$ cat src/rtl/perf_counter_ctrl.sv
// perf_counter_ctrl -- performance-monitor counter bank with a window scheduler.
//
// A small bank of event counters. Each counter picks one event strobe. Counting
// only happens while the scheduler is in RUN. Software drives the block through a
// word-addressed request/response port. The block raises a level interrupt when a
// counting window completes or when an enabled counter wraps.
//
// Ports:
//   clk          sole clock, rising edge
//   rst          asynchronous active-high reset
//   events       single-cycle event strobes, one bit per event
//   req/we/addr  request handshake (accepted on req && ready), write enable,
//   wdata        word address and write data
//   ready        request port can accept a request
//   resp_valid   one-cycle response strobe; rdata valid alongside it
//   rdata        read data (0 for writes)
//   irq          registered level interrupt

// One counter lane: the counter value plus its sticky overflow bit.
module perf_counter_lane #(
    parameter int WIDTH = 32
) (
    input  logic             clk,
    input  logic             rst,
    input  logic             inc_i,      // selected event seen while running
    input  logic             clr_i,      // bank-wide CLEAR
    input  logic             ld_i,       // software write to this COUNT
    input  logic [WIDTH-1:0] ld_data_i,
    input  logic             ovf_clr_i,  // W1C of this OVF bit
    output logic [WIDTH-1:0] cnt_o,
    output logic             ovf_o
);
    logic [WIDTH-1:0] cnt_q, cnt_d;
    logic             ovf_q, ovf_d;
    logic             wrap;

    // CLEAR beats a load, and a load beats an increment. Only a real
    // increment from all-ones can wrap.
    always_comb begin
        cnt_d = cnt_q;
        wrap  = 1'b0;
        if (clr_i) begin
            cnt_d = '0;
        end else if (ld_i) begin
            cnt_d = ld_data_i;
        end else if (inc_i) begin
            cnt_d = cnt_q + 1'b1;
            wrap  = &cnt_q;
        end
    end

    // A fresh wrap beats a same-cycle W1C, so the overflow is never lost.
    always_comb begin
        ovf_d = ovf_q;
        if (clr_i)          ovf_d = 1'b0;
        else if (wrap)      ovf_d = 1'b1;
        else if (ovf_clr_i) ovf_d = 1'b0;
    end

    always_ff @(posedge clk or posedge rst) begin
        if (rst) begin
            cnt_q <= '0;
            ovf_q <= 1'b0;
        end else begin
            cnt_q <= cnt_d;
            ovf_q <= ovf_d;
        end
    end

    assign cnt_o = cnt_q;
    assign ovf_o = ovf_q;
endmodule

module perf_counter_ctrl #(
    parameter int NUM_COUNTERS = 4,
    parameter int NUM_EVENTS   = 8,
    parameter int WIDTH        = 32
) (
    input  logic                  clk,
    input  logic                  rst,
    input  logic [NUM_EVENTS-1:0] events,
    input  logic                  req,
    input  logic                  we,
    input  logic [3:0]            addr,
    input  logic [WIDTH-1:0]      wdata,
    output logic                  ready,
    output logic                  resp_valid,
    output logic [WIDTH-1:0]      rdata,
    output logic                  irq
);
    typedef enum logic [1:0] {
        ST_IDLE = 2'd0,
        ST_RUN  = 2'd1,
        ST_DONE = 2'd2
    } state_t;

    state_t st_q, st_d;

    logic [4*NUM_COUNTERS-1:0]          evsel_q;
    logic [WIDTH-1:0]                   window_q;
    logic [WIDTH-1:0]                   elapsed_q, elapsed_d;
    logic [NUM_COUNTERS-1:0]            ovf_ie_q;
    logic                               done_flag_q, done_flag_d;
    logic                               irq_q;
    logic                               resp_valid_q;
    logic [WIDTH-1:0]                   rdata_q;

    logic [NUM_COUNTERS-1:0][WIDTH-1:0] cnt;
    logic [NUM_COUNTERS-1:0]            ovf;
    logic [7:0][WIDTH-1:0]              cnt_pad;
    logic [15:0]                        ev_pad;
    logic [WIDTH-1:0]                   rd_word;

    logic acc, wr, wr_ctrl, wr_status;
    logic start, stop, clear;
    logic run, window_hit, done_set;
    logic unused_wdata;

    // Request decode. A write takes effect at the accept edge.
    assign acc       = req && ready;
    assign wr        = acc && we;
    assign wr_ctrl   = wr && (addr == 4'h0);
    assign wr_status = wr && (addr == 4'h1);
    assign start     = wr_ctrl && wdata[0];
    assign stop      = wr_ctrl && wdata[1];
    assign clear     = wr_ctrl && wdata[2];

    // The last RUN cycle of a nonzero window is the one where ELAPSED
    // reaches WINDOW-1. ELAPSED steps to WINDOW on that same edge.
    assign window_hit = (window_q != '0) &&
                        (elapsed_q == window_q - {{(WIDTH-1){1'b0}}, 1'b1});

    // Scheduler: state register
    always_ff @(posedge clk or posedge rst) begin
        if (rst) st_q <= ST_IDLE;
        else     st_q <= st_d;
    end

    // Scheduler: next state. STOP always wins over START. A START in RUN
    // restarts the window instead of letting it complete.
    always_comb begin
        st_d = st_q;
        unique case (st_q)
            ST_IDLE: if (start && !stop) st_d = ST_RUN;
            ST_RUN: begin
                if (stop)            st_d = ST_IDLE;
                else if (start)      st_d = ST_RUN;
                else if (window_hit) st_d = ST_DONE;
            end
            ST_DONE: begin
                if (stop)       st_d = ST_IDLE;
                else if (start) st_d = ST_RUN;
            end
            default: st_d = ST_IDLE;
        endcase
    end

    // Scheduler: outputs
    always_comb begin
        run      = (st_q == ST_RUN);
        done_set = (st_q == ST_RUN) && (st_d == ST_DONE);
    end

    // Pad events to 16 bits. Any select at or above NUM_EVENTS then lands
    // on a constant 0 and never counts.
    always_comb begin
        ev_pad = '0;
        ev_pad[NUM_EVENTS-1:0] = events;
    end

    genvar gi;
    generate
        for (gi = 0; gi < NUM_COUNTERS; gi++) begin : g_lane
            logic [3:0] sel;
            assign sel = evsel_q[4*gi +: 4];

            perf_counter_lane #(.WIDTH(WIDTH)) u_lane (
                .clk       (clk),
                .rst       (rst),
                .inc_i     (run && ev_pad[sel]),
                .clr_i     (clear),
                .ld_i      (wr && (addr == 4'(8 + gi))),
                .ld_data_i (wdata),
                .ovf_clr_i (wr_status && wdata[8 + gi]),
                .cnt_o     (cnt[gi]),
                .ovf_o     (ovf[gi])
            );
        end
    endgenerate

    // ELAPSED: cleared by CLEAR or an effective START. Otherwise it counts
    // every RUN cycle.
    always_comb begin
        elapsed_d = elapsed_q;
        if (clear || (start && !stop)) elapsed_d = '0;
        else if (run)                  elapsed_d = elapsed_q + 1'b1;
    end

    // DONE_FLAG: setting it beats a same-cycle W1C.
    always_comb begin
        done_flag_d = done_flag_q;
        if (done_set)                     done_flag_d = 1'b1;
        else if (wr_status && wdata[2])   done_flag_d = 1'b0;
    end

    // Read mux over pre-update register values. COUNT slots past
    // NUM_COUNTERS read as zero through the padded array.
    always_comb begin
        cnt_pad = '0;
        for (int i = 0; i < NUM_COUNTERS; i++) cnt_pad[i] = cnt[i];
    end

    always_comb begin
        rd_word = '0;
        if (addr[3]) begin
            rd_word = cnt_pad[addr[2:0]];
        end else begin
            unique case (addr[2:0])
                3'h0: rd_word[8 +: NUM_COUNTERS] = ovf_ie_q;
                3'h1: begin
                    rd_word[1:0]              = st_q;
                    rd_word[2]                = done_flag_q;
                    rd_word[8 +: NUM_COUNTERS] = ovf;
                end
                3'h2: rd_word = window_q;
                3'h3: rd_word[4*NUM_COUNTERS-1:0] = evsel_q;
                3'h4: rd_word = elapsed_q;
                default: rd_word = '0;
            endcase
        end
    end

    always_ff @(posedge clk or posedge rst) begin
        if (rst) begin
            evsel_q      <= '0;
            window_q     <= '0;
            elapsed_q    <= '0;
            ovf_ie_q     <= '0;
            done_flag_q  <= 1'b0;
            irq_q        <= 1'b0;
            resp_valid_q <= 1'b0;
            rdata_q      <= '0;
        end else begin
            if (wr_ctrl)                   ovf_ie_q <= wdata[8 +: NUM_COUNTERS];
            if (wr && (addr == 4'h2))      window_q <= wdata;
            if (wr && (addr == 4'h3))      evsel_q  <= wdata[4*NUM_COUNTERS-1:0];
            elapsed_q    <= elapsed_d;
            done_flag_q  <= done_flag_d;
            irq_q        <= done_flag_q | (|(ovf & ovf_ie_q));
            resp_valid_q <= acc;
            rdata_q      <= (acc && !we) ? rd_word : '0;
        end
    end

    assign unused_wdata = ^wdata;

    // The port is busy during the response cycle. This caps throughput at
    // one request every two cycles.
    assign ready      = !resp_valid_q;
    assign resp_valid = resp_valid_q;
    assign rdata      = rdata_q;
    assign irq        = irq_q;
endmodule
$ cat config.mk
export PLATFORM = sky130hd
export DESIGN_NAME = perf_counter_ctrl
export DESIGN_NICKNAME = d
export VERILOG_FILES = /design/src/rtl/perf_counter_ctrl.sv
export SDC_FILE = /design/constraint.sdc
export NUM_CORES = 1
export LEC_CHECK = 0
export CORE_MARGIN = 2
export CORE_UTILIZATION = 50
export CTS_CLUSTER_SIZE = 14
export DETAILED_ROUTE_END_ITERATION = 10
export PLACE_DENSITY = 0.71
export SLEW_MARGIN = 40
export SYNTH_ARGS = -nofsm -noshare
export SYNTH_HDL_FRONTEND = slang
export SYNTH_SLANG_ARGS = --single-unit
$ cat constraint.sdc
create_clock -name clk -period 9.15 [get_ports clk]
set_input_delay 2.745 -clock clk [delete_from_list [all_inputs] [get_ports clk]]
set_output_delay 2.745 -clock clk [all_outputs]
set_load 0.1 [all_outputs]
### Word level (Yosys, flattened, before mapping)

Cells that the tools add are included.

| cells by class | value |
|---|---|
| order comparisons | 5 |
| eq/ne operators | 15 |
| add/sub/neg operators | 6 |
| bitwise gates (word level) | 2 |
| reduce and logical (&&, ||, !) cells | 49 |
| muxes and demuxes | 64 |

Operators by type and width:

| operator | count |
|---|---|
| $mux W32 | 17 |
| $add A32 B1 Y32 const B | 5 |
| $reduce_and A32 Y1 | 4 |
| $bmux W32 S3 | 1 |
| $eq A32 B32 Y1 | 1 |
| $pmux W16 S2 | 1 |
| $reduce_bool A32 Y1 | 1 |
| $sub A32 B1 Y32 const B | 1 |
| $mux W1 | 30 |
| $logic_and A1 B1 Y1 | 26 |
| $reduce_bool A3 Y1 | 8 |
| $lt A4 B5 Y1 const B | 4 |
| $pmux W4 S5 | 1 |
| $bmux W1 S4 | 4 |
| $eq A4 B4 Y1 const B | 4 |
| $pmux W5 S3 | 1 |
| $mux W2 | 6 |
| $pmux W3 S4 | 1 |
| $pmux W4 S3 | 1 |
| $eq A4 B2 Y1 const B | 2 |
| $eq A3 B2 Y1 const B | 2 |
| $pmux W2 S3 | 1 |
| $and A4 B4 Y4 | 1 |
| $eq A2 B2 Y1 const B | 2 |
| other kinds (13) | 16 |

| word-level totals | value |
|---|---|
| logic and storage cells | 158 |
| register bits | 253 |
| output and inout port bits | 35 |
| input port bits | 48 |

### Depth between registers and ports, before layout

| depth | value |
|---|---|
| word-level depth | 12 |
| mapped depth | 11 |

### Cells and area by module

A second synthesis with hierarchy kept.

| unflattened totals | value |
|---|---|
| cell total of the unflattened synthesis | 1748 |
| area total of the unflattened synthesis | 16349.4 sq um |

Modules (own cells, without submodules):

| module | seq. area each (sq um) | cells each | area an instance (sq um) | instances |
|---|---|---|---|---|
| perf_counter_ctrl | 3027.9 | 773 | 8007.7 | 1 |
| perf_counter_lane (g_lane[1].u_lane ...) | 825.8 | 238 | 2021.9 | 3 |
| perf_counter_lane (g_lane[0].u_lane) | 825.8 | 261 | 2275.9 | 1 |

### Worst setup path after synthesis

Ideal clock, no wire load.

| path | value |
|---|---|
| path type | in2reg |
| from | input addr[1] |
| to | register rdata_q[16], in the netlist rdata[16] |
| path slack | 4.205 ns |
| buffers on the path | 3 |
| stages | 6 |
| required time | 9.018 ns |
| arrival | 4.813 ns |
| cell sequence | clkbuf_1 buf_1 buf_1 mux4_2 a21oi_1 nor2_1 |

| between the ends | value |
|---|---|
| word-level cells in the longest chain between the ends | 4 |
| elaborated cells on any way between the ends | 7 |

RTL lines:

| element | line | text |
|---|---|---|
| start, declared | 84 | `input logic [3:0] addr,` |
| $bmux W32 S3, or another cell as far along | 216 | `rd_word = cnt_pad[addr[2:0]];` |
| $mux W32 (not written as such) / $pmux W16 S2 (equally long branches) | 216, 218 |  |
| $mux W32 (*) | 215 | `if (addr[3]) begin` |
| $mux W32 (*) | 251 | `rdata_q <= (acc && !we) ? rd_word : '0;` |
| end signal, assigned | 251 |  |
| end, declared | 106 | `logic [WIDTH-1:0] rdata_q;` |

Every way passes the cells marked *; elsewhere a longest branch is shown, timed or not. The select of a mux whose other input is x is not followed.
A chain may end at the register's enable or synchronous reset.

### Worst setup path after layout

| path | value |
|---|---|
| from | input events[0] |
| to | register g_lane[0].u_lane.cnt_q[28] |

| between the ends | value |
|---|---|
| word-level cells in the longest chain between the ends | 4 |

RTL lines:

| element | line | text |
|---|---|---|
| start, declared | 81 | `input logic [NUM_EVENTS-1:0] events,` |
| $bmux W1 S4 | 180 | `.inc_i (run && ev_pad[sel]),` |
| $mux W1 (not written as such) | 180 |  |
| $logic_and A1 B1 Y1 | 180 |  |
| $reduce_bool A3 Y1 (no source line) | n/a |  |
| end signal, assigned | 65 | `cnt_q <= cnt_d;` |
| end, declared | 33 | `logic [WIDTH-1:0] cnt_q, cnt_d;` |

No other way between the ends. The select of a mux whose other input is x is not followed.

==> metrics.txt <==
# TYPE chip_impl_metric gauge
chip_impl_metric{name="irDropWorstVdd",unit="mV"} 0.158
chip_impl_info{name="synthMostInstantiatedCell",value="dfrtp_1"} 1
chip_impl_metric{name="globalRoute.totalOverflow",unit=""} 0
chip_impl_info{name="root_buffer",value="clkbuf_16"} 1
chip_impl_metric{name="post_cts_resized",unit=""} 0
chip_impl_metric{name="min_period_over_period",unit=""} 0.614
chip_impl_metric{name="final_antenna_net_count",unit=""} 0
chip_impl_info{name="synth_top_cell_by_area",value="dfrtp_1"} 1
chip_impl_metric{name="cellLeakagePower",unit="nW"} 6.86
chip_impl_info{name="main_combinational_cell_family_by_area_after_synthesis",value="simple AND/OR/NAND/NOR gates"} 1
chip_impl_info{name="startpoint_type",value="input port"} 1
chip_impl_metric{name="global_route.usage.total",unit=""} 0.294
chip_impl_info{name="outcome",value="complete, no violations"} 1
chip_impl_metric{name="core_area",unit="mm²"} 0.0299
chip_impl_metric{name="cts_setup_buffers",unit=""} 0
chip_impl_metric{name="first_iter_violations",unit=""} 1391
chip_impl_info{name="path_cells",value="clkdlybuf4s50_1 > mux4_2 > mux2i_1 > nor3_2 > nand3_1 > or3_1 > or3_1 > xor2_1 > a21oi_1"} 1
chip_impl_info{name="clock_tree_from_tritoncts",value="yes"} 1
chip_impl_metric{name="post_synth_inst_count",unit=""} 1633
chip_impl_metric{name="grt_max_degree",unit=""} 101
chip_impl_metric{name="simple_logic_cell_fraction_of_the_synthesized_area",unit=""} 0.187
chip_impl_metric{name="synth-warning-count",unit=""} 0
chip_impl_info{name="end_kind",value="flop"} 1
chip_impl_metric{name="timing.final.setup_violations",unit=""} 0
chip_impl_metric{name="crit_fanout",unit=""} 9
chip_impl_metric{name="cts.sinks",unit=""} 253
chip_impl_metric{name="post_cts_hold_buffer_count",unit=""} 0
chip_impl_metric{name="yosysTopAreaCellShare",unit=""} 0.415
chip_impl_metric{name="numCtsBuffers",unit=""} 29
chip_impl_metric{name="final_hold_viol_count",unit=""} 0
chip_impl_metric{name="grt_first_pass_wirelength",unit="µm"} 71900
chip_impl_metric{name="num_rows",unit=""} 63
chip_impl_metric{name="switching_part_of_the_total",unit=""} 0.344
chip_impl_metric{name="maximum_clock_path_buffer_count",unit=""} 3
chip_impl_metric{name="dpl-instance-area",unit="mm²"} 0.0162
chip_impl_metric{name="async_flop_share",unit=""} 1.00
chip_impl_metric{name="num_vias",unit=""} 13000
chip_impl_info{name="unrepaired_setup_endpoints_after_global_routing",value="false"} 1
chip_impl_metric{name="hpwl",unit="µm"} 32700
chip_impl_metric{name="clock_insertion_delay_at_the_later_pin_of_the_skew_report",unit="ns"} 0.57
chip_impl_metric{name="finalInstanceArea",unit="mm²"} 0.0172
chip_impl_metric{name="combinational_power_share",unit=""} 0.246
chip_impl_metric{name="p_int",unit="mW"} 2.57
chip_impl_metric{name="synthXorXnorAreaFrac",unit=""} 0.103
chip_impl_metric{name="achievable-frequency",unit="MHz"} 178
chip_impl_metric{name="mappedNetlistArea",unit="mm²"} 0.0153
chip_impl_metric{name="finalClockSkew",unit="ns"} 0.0105
chip_impl_metric{name="post-route-min-period",unit="ns"} 5.62
chip_impl_info{name="setup.worst_path.class",value="in2reg"} 1
chip_impl_info{name="hp-class",value="reg2reg"} 1
chip_impl_metric{name="synth.ff_latch_count",unit=""} 253
chip_impl_info{name="critPathSlowestCell",value="nor3_2"} 1
chip_impl_metric{name="cp_data_required_time",unit="ns"} 9.63
chip_impl_metric{name="worst_setup_hold_path_clk_slew",unit="ns"} 0.06
chip_impl_metric{name="clockPowerShare",unit=""} 0.310
chip_impl_metric{name="cp_data_arrival_time",unit="ns"} 6.10
chip_impl_metric{name="first_pass_iters",unit=""} 6
chip_impl_metric{name="die-height",unit="µm"} 179
chip_impl_metric{name="grt_antenna_before_repair",unit=""} 0
chip_impl_metric{name="syn_nets",unit=""} 1687
chip_impl_info{name="postSynth.topFlopCell",value="dfrtp_1"} 1
chip_impl_metric{name="vias_per_cell",unit=""} 6.29
chip_impl_metric{name="boundaryPins",unit=""} 83
chip_impl_metric{name="fin_util",unit=""} 0.575
chip_impl_metric{name="flow.area_growth_from_synthesis",unit="%"} 12.5
chip_impl_metric{name="synth_fa_ha_area_frac",unit=""} 0.00492
chip_impl_info{name="synthTopCellsByCount",value="253 x dfrtp_1, 204 x nor2_1, 132 x a21oi_1"} 1
chip_impl_info{name="critPathMostFrequentCell",value="or3_1"} 1
chip_impl_metric{name="gp_congestion",unit=""} 0.953
chip_impl_info{name="ys_top_cells_by_area",value="dfrtp_1 41%, mux4_2 5.9%, xor2_1 5.2%"} 1
chip_impl_metric{name="die_w",unit="µm"} 179
chip_impl_metric{name="worst-slew-pin-transition",unit="ns"} 0.809
chip_impl_metric{name="synth-edff-count",unit=""} 0
chip_impl_metric{name="hold-worst-slack",unit="ns"} 0.523
chip_impl_metric{name="drc_errors",unit=""} 0
chip_impl_metric{name="final_max_slew_viol_count",unit=""} 0
chip_impl_metric{name="initial_core_util",unit=""} 0.511
chip_impl_metric{name="worst_slew_margin_rel",unit=""} 0.458
chip_impl_metric{name="power.switching",unit="mW"} 1.35
chip_impl_metric{name="share_of_the_synthesized_area_in_compound_gates_ao_oa_aoi_oai",unit=""} 0.144
chip_impl_metric{name="setup-tns-final",unit="ns"} 0
chip_impl_metric{name="postRouteWirelength",unit="µm"} 45900
chip_impl_metric{name="pwr_density_cell",unit="mW/mm²"} 228
chip_impl_metric{name="ys_seq_area_frac",unit=""} 0.415
chip_impl_metric{name="timing.max_cap.violations",unit=""} 0
chip_impl_metric{name="post_synth.cell_area_avg",unit="µm²"} 9.35
chip_impl_metric{name="wl_per_cell",unit="µm"} 22.3
chip_impl_metric{name="yosysUniqueCellTypes",unit=""} 71
chip_impl_metric{name="finish.net_count",unit=""} 1702
chip_impl_metric{name="grt_pass1_vias",unit=""} 12400
chip_impl_metric{name="synth.area.mux_share",unit=""} 0.109
chip_impl_metric{name="io_buffer_count",unit=""} 82
chip_impl_metric{name="p_seq_frac",unit=""} 0.444
chip_impl_metric{name="share_of_layout_cells_above_drive_strength_1",unit=""} 0.132
chip_impl_metric{name="htree_num_levels",unit=""} 1
chip_impl_metric{name="design.die.area",unit="mm²"} 0.0319
chip_impl_metric{name="cp_slowest_stage_delay",unit="ns"} 0.62
[cell type report]
class / instances / area, µm²
fill: 2615 / 12700
timing repair buffer: 98 / 791
clock buffer: 43 / 868
clock inverter: 9 / 128
multi-input combinational: 1235 / 8440
inverter: 31 / 120
tap: 390 / 488
sequential: 253 / 6330
antenna: 1 / 2.50
[cells by family (layout without fill, tap and decap cells)]
family	count (synthesis)	after routing
other cells	0	1
compound gates	364	364
flops	253	253
mux	110	110
xor+xnor	178	178
buf+inv	145	181
simple gates	577	577
fa+ha+maj	6	6
[metrics by stage]
stage	power [mW]	setup slack, ns	cells
2_1_floorplan	2.37	3.08	1633
3_3_place_gp	2.65	2.69	2006
3_5_place_dp	2.69	3.02	2007
4_1_cts	3.90	3.60	2059
5_1_grt	4.09	3.34	2059
6_report	3.91	3.53	2060
[metal layers]
layer	vias to the layer above	share of wire	GRT usage
met4	0	0.031	0.0908
met5	-	0	0
met2	490	0.47	0.465
met1	6463	0.43	0.411
met3	94	0.076	0.0564
li1	5918	-	-
[power groups by stage]
stage                     combinational [mW]  clock (mW)  sequential (mW)
after floorplan                        0.762           0             1.61
after global placement                 0.920           0             1.73
after detailed placement               0.947           0             1.74
after CTS                              0.954        1.23             1.72
after global routing                    1.06        1.26             1.77
final                                  0.963        1.21             1.74
[placed cells by master (no fill, tap or decap), drive strengths merged, types with 4 or more instances in the layout]
cell type | synthesis | layout
ha | 6 | 6
mux2 | 50 | 50
nand2 | 87 | 87
nand3 | 63 | 63
or4 | 4 | 4
nor4 | 18 | 18
and3 | 28 | 28
inv | 31 | 30
clkinvlp | 0 | 4
mux2i | 20 | 20
clkdlybuf4s50 | 0 | 45
nand4 | 49 | 49
mux4 | 40 | 40
nor3 | 41 | 41
o22a | 5 | 5
nor2 | 204 | 204
and2 | 9 | 9
or3 | 18 | 18
buf | 15 | 53
a21oi | 132 | 132
a2111oi | 4 | 4
a22oi | 31 | 31
o21ai | 111 | 111
xnor2 | 86 | 86
and4 | 10 | 10
xor2 | 91 | 91
a211oi | 50 | 50
nand3b | 7 | 7
nor2b | 17 | 17
dfrtp | 253 | 253
clkbuf | 99 | 43
o32a | 5 | 5
[state kept, by name (all words and copies together), names as in the netlist]
signal,cells
ovf_ie_q,4
rdata,32
evsel_q,16
irq,1
elapsed_q,32
resp_valid,1
done_flag_q,1
g_lane.u_lane.ovf_o,4
g_lane.u_lane.cnt_o,128
st_q,2
window_q,32
[worst max-delay path, delay by kind of cell]
family,cells,cell delay [ns]
mux,2,0.34
buf+inv,1,0.55
xor+xnor,1,0.15
simple gates,4,2.16
compound gates,1,0.15
[worst paths after layout]
check	start	end	slack, ns	depth (start not counted)
worst min-delay path	ovf_ie_q[2]	ovf_ie_q[2]	0.52	2
worst max register to register	st_q[1]	g_lane[0].u_lane.cnt_o[28]	5.56	7
min in group asynchronous	rst	evsel_q[3]	2.49	2
max in group asynchronous	rst	g_lane[3].u_lane.cnt_o[25]	5.40	4
worst max-delay path	events[0]	g_lane[0].u_lane.cnt_o[28]	3.53	9
worst min register to register	ovf_ie_q[2]	ovf_ie_q[2]	0.52	2
No activity file was read; power rests on OpenSTA's default activity.
==> variant: new RTL, same flow settings <==
Put one more register stage on the output `irq`, cleared by the reset. The value now appears one clock later. The other outputs are not delayed to match. Comments in the files are not updated.
--- a/src/rtl/perf_counter_ctrl.sv
+++ b/src/rtl/perf_counter_ctrl.sv
@@ -259,5 +259,11 @@
     assign ready      = !resp_valid_q;
     assign resp_valid = resp_valid_q;
     assign rdata      = rdata_q;
-    assign irq        = irq_q;
+    always_ff @(posedge clk or posedge rst) begin
+        if (rst) begin
+            irq <= '0;
+        end else begin
+            irq <= irq_q;
+        end
+    end
 endmodule
Function: no difference found for any inputs over 4 cycles, from zero or initial values and one cycle with rst high; that may be too few to reach the edited logic, so the function may still have changed.
==> variant against the unedited design <==
- cell area is 2.9% higher
- routed wire length is 8.4% higher
- setup slack better by 220 ps
- synthesized area is 2.9% higher
- critical path depth stayed put
- global-route usage is 0.80 points higher
- sequential cell count is 1 higher
- total power is 2.3% lower
- register-to-register slack worse by 20 ps
- die area is 2.8% higher
- sequential power is 4% lower
- first-iteration DRC count is 6.8% higher
- synthesized cell count is 3.7% higher
- count of clock-buffer cells in the layout is 4 lower
==> variant: results <==
set metrics [dict create \
    min_from "irq_q$_DFF_PP0_" \
    nNetsFinal 1769 \
    routed_wl_um 49800 \
    synth-seq-area-share_pct 40.5 \
    status "completed" \
    gp_congestion 0.917 \
    synthDistinctLibCells 78 \
    synth-xor-area-share_pct 9.42 \
    grt_util_all_layers_pct 30.2 \
    crit_fanout 47 \
    critPathMaxStageDelay_ps 660 \
    crit-reg2reg-launch "window_q[0]$_DFFE_PP0P_" \
    worst_path_max_delay_cell "buf_2" \
    leakage_uw 0.00692 \
    crit_arrival_ps 5880 \
    met1_usage_pct 42.2 \
    first_pass_iters 8 \
    use_met2_pct 47.0 \
    synth_mux_area_share_pct 10.7 \
    dp_hpwl_um 35500 \
    post-place-ws_ps 3260 \
    antenna_cells 0 \
    ir_drop_v 0.000185 \
    grt_pass1_vias 13100 \
    startpoint "addr[0]" \
    synth.area.top_cells "dfrtp_1 40%, mux4_2 5.7%, nor2_1 5.5%, xor2_1 5.0%, xnor2_1 4.4%" \
    synth_compound_area_share_pct 14.5 \
    worst_pin_slew_ps 905 \
    viasPerCell 6.49 \
    grtUsageMet3_pct 4.90 \
]
==> variant: cell count changes after synthesis, sizes merged, moves of 9 or more <==
cell     delta
a211oi     +28
nor4       +10
a2bb2oi     +9
a21oi      -36
nand2      +27
o21ai      -32
nor2       +28
==> variant: final cells by class <==
class / instances / area [um2]
timing repair buffer: 105 / 841
tap: 396 / 495
clock inverter: 15 / 199
clock buffer: 39 / 823
inverter: 34 / 131
fill: 2726 / 13100
sequential: 254 / 6360
multi-input combinational: 1291 / 8820
==> variant: kinds of logic (layout without fill, tap and decap cells) <==
kind of cell	Yosys count	in the layout
compound gates	355	355
simple gates	650	650
buf+inv	149	193
mux	111	111
fa+ha+maj	6	6
xor+xnor	169	169
flops	254	254
==> variant: power by group through the flow <==
stage	combinational [uW]	sequential [uW]	clock [uW]
5_1_grt	993	1700	1300
3_3_place_gp	881	1660	0
4_1_cts	902	1660	1260
6_report	912	1670	1240
2_1_floorplan	703	1560	0
3_5_place_dp	895	1670	0
==> variant: metrics by stage <==
stage               power (uW)  cell area, um2
finish                    3820           17700
detailed placement        2570           16600
CTS                       3810           17700
global placement          2550           16700
global route              3990           17700
floorplan                 2260           15700
==> variant: routing by layer <==
metal	up-vias	wire, um	share of wire, %
met5	-	0	0
met4	0	2180	4.4
met3	135	4350	8.7
met2	710	22700	46
met1	6810	20600	41
li1	6194	-	-
==> variant: worst paths after layout <==
kind	depth (start not counted)	slack (ps)	endpoint
worst max-delay path	9	3750	g_lane[2].u_lane.cnt_o[23]$_DFFE_PP0P_
worst min-delay path	0	360	irq$_DFF_PP0_
worst max register to register	10	5540	st_q[1]$_DFF_PP0_
worst min register to register	0	360	irq$_DFF_PP0_
max in group asynchronous	4	5330	rdata[5]$_DFF_PP0_
min in group asynchronous	3	2680	g_lane[1].u_lane.cnt_o[29]$_DFFE_PP0P_
==> variant: worst reg2reg max path, delay by kind of cell, from the launching register on <==
family,cells,cell delay [ps]
flops,1,470
fa+ha+maj,1,220
simple gates,6,2470
buf+inv,1,100
compound gates,1,180
xor+xnor,1,100
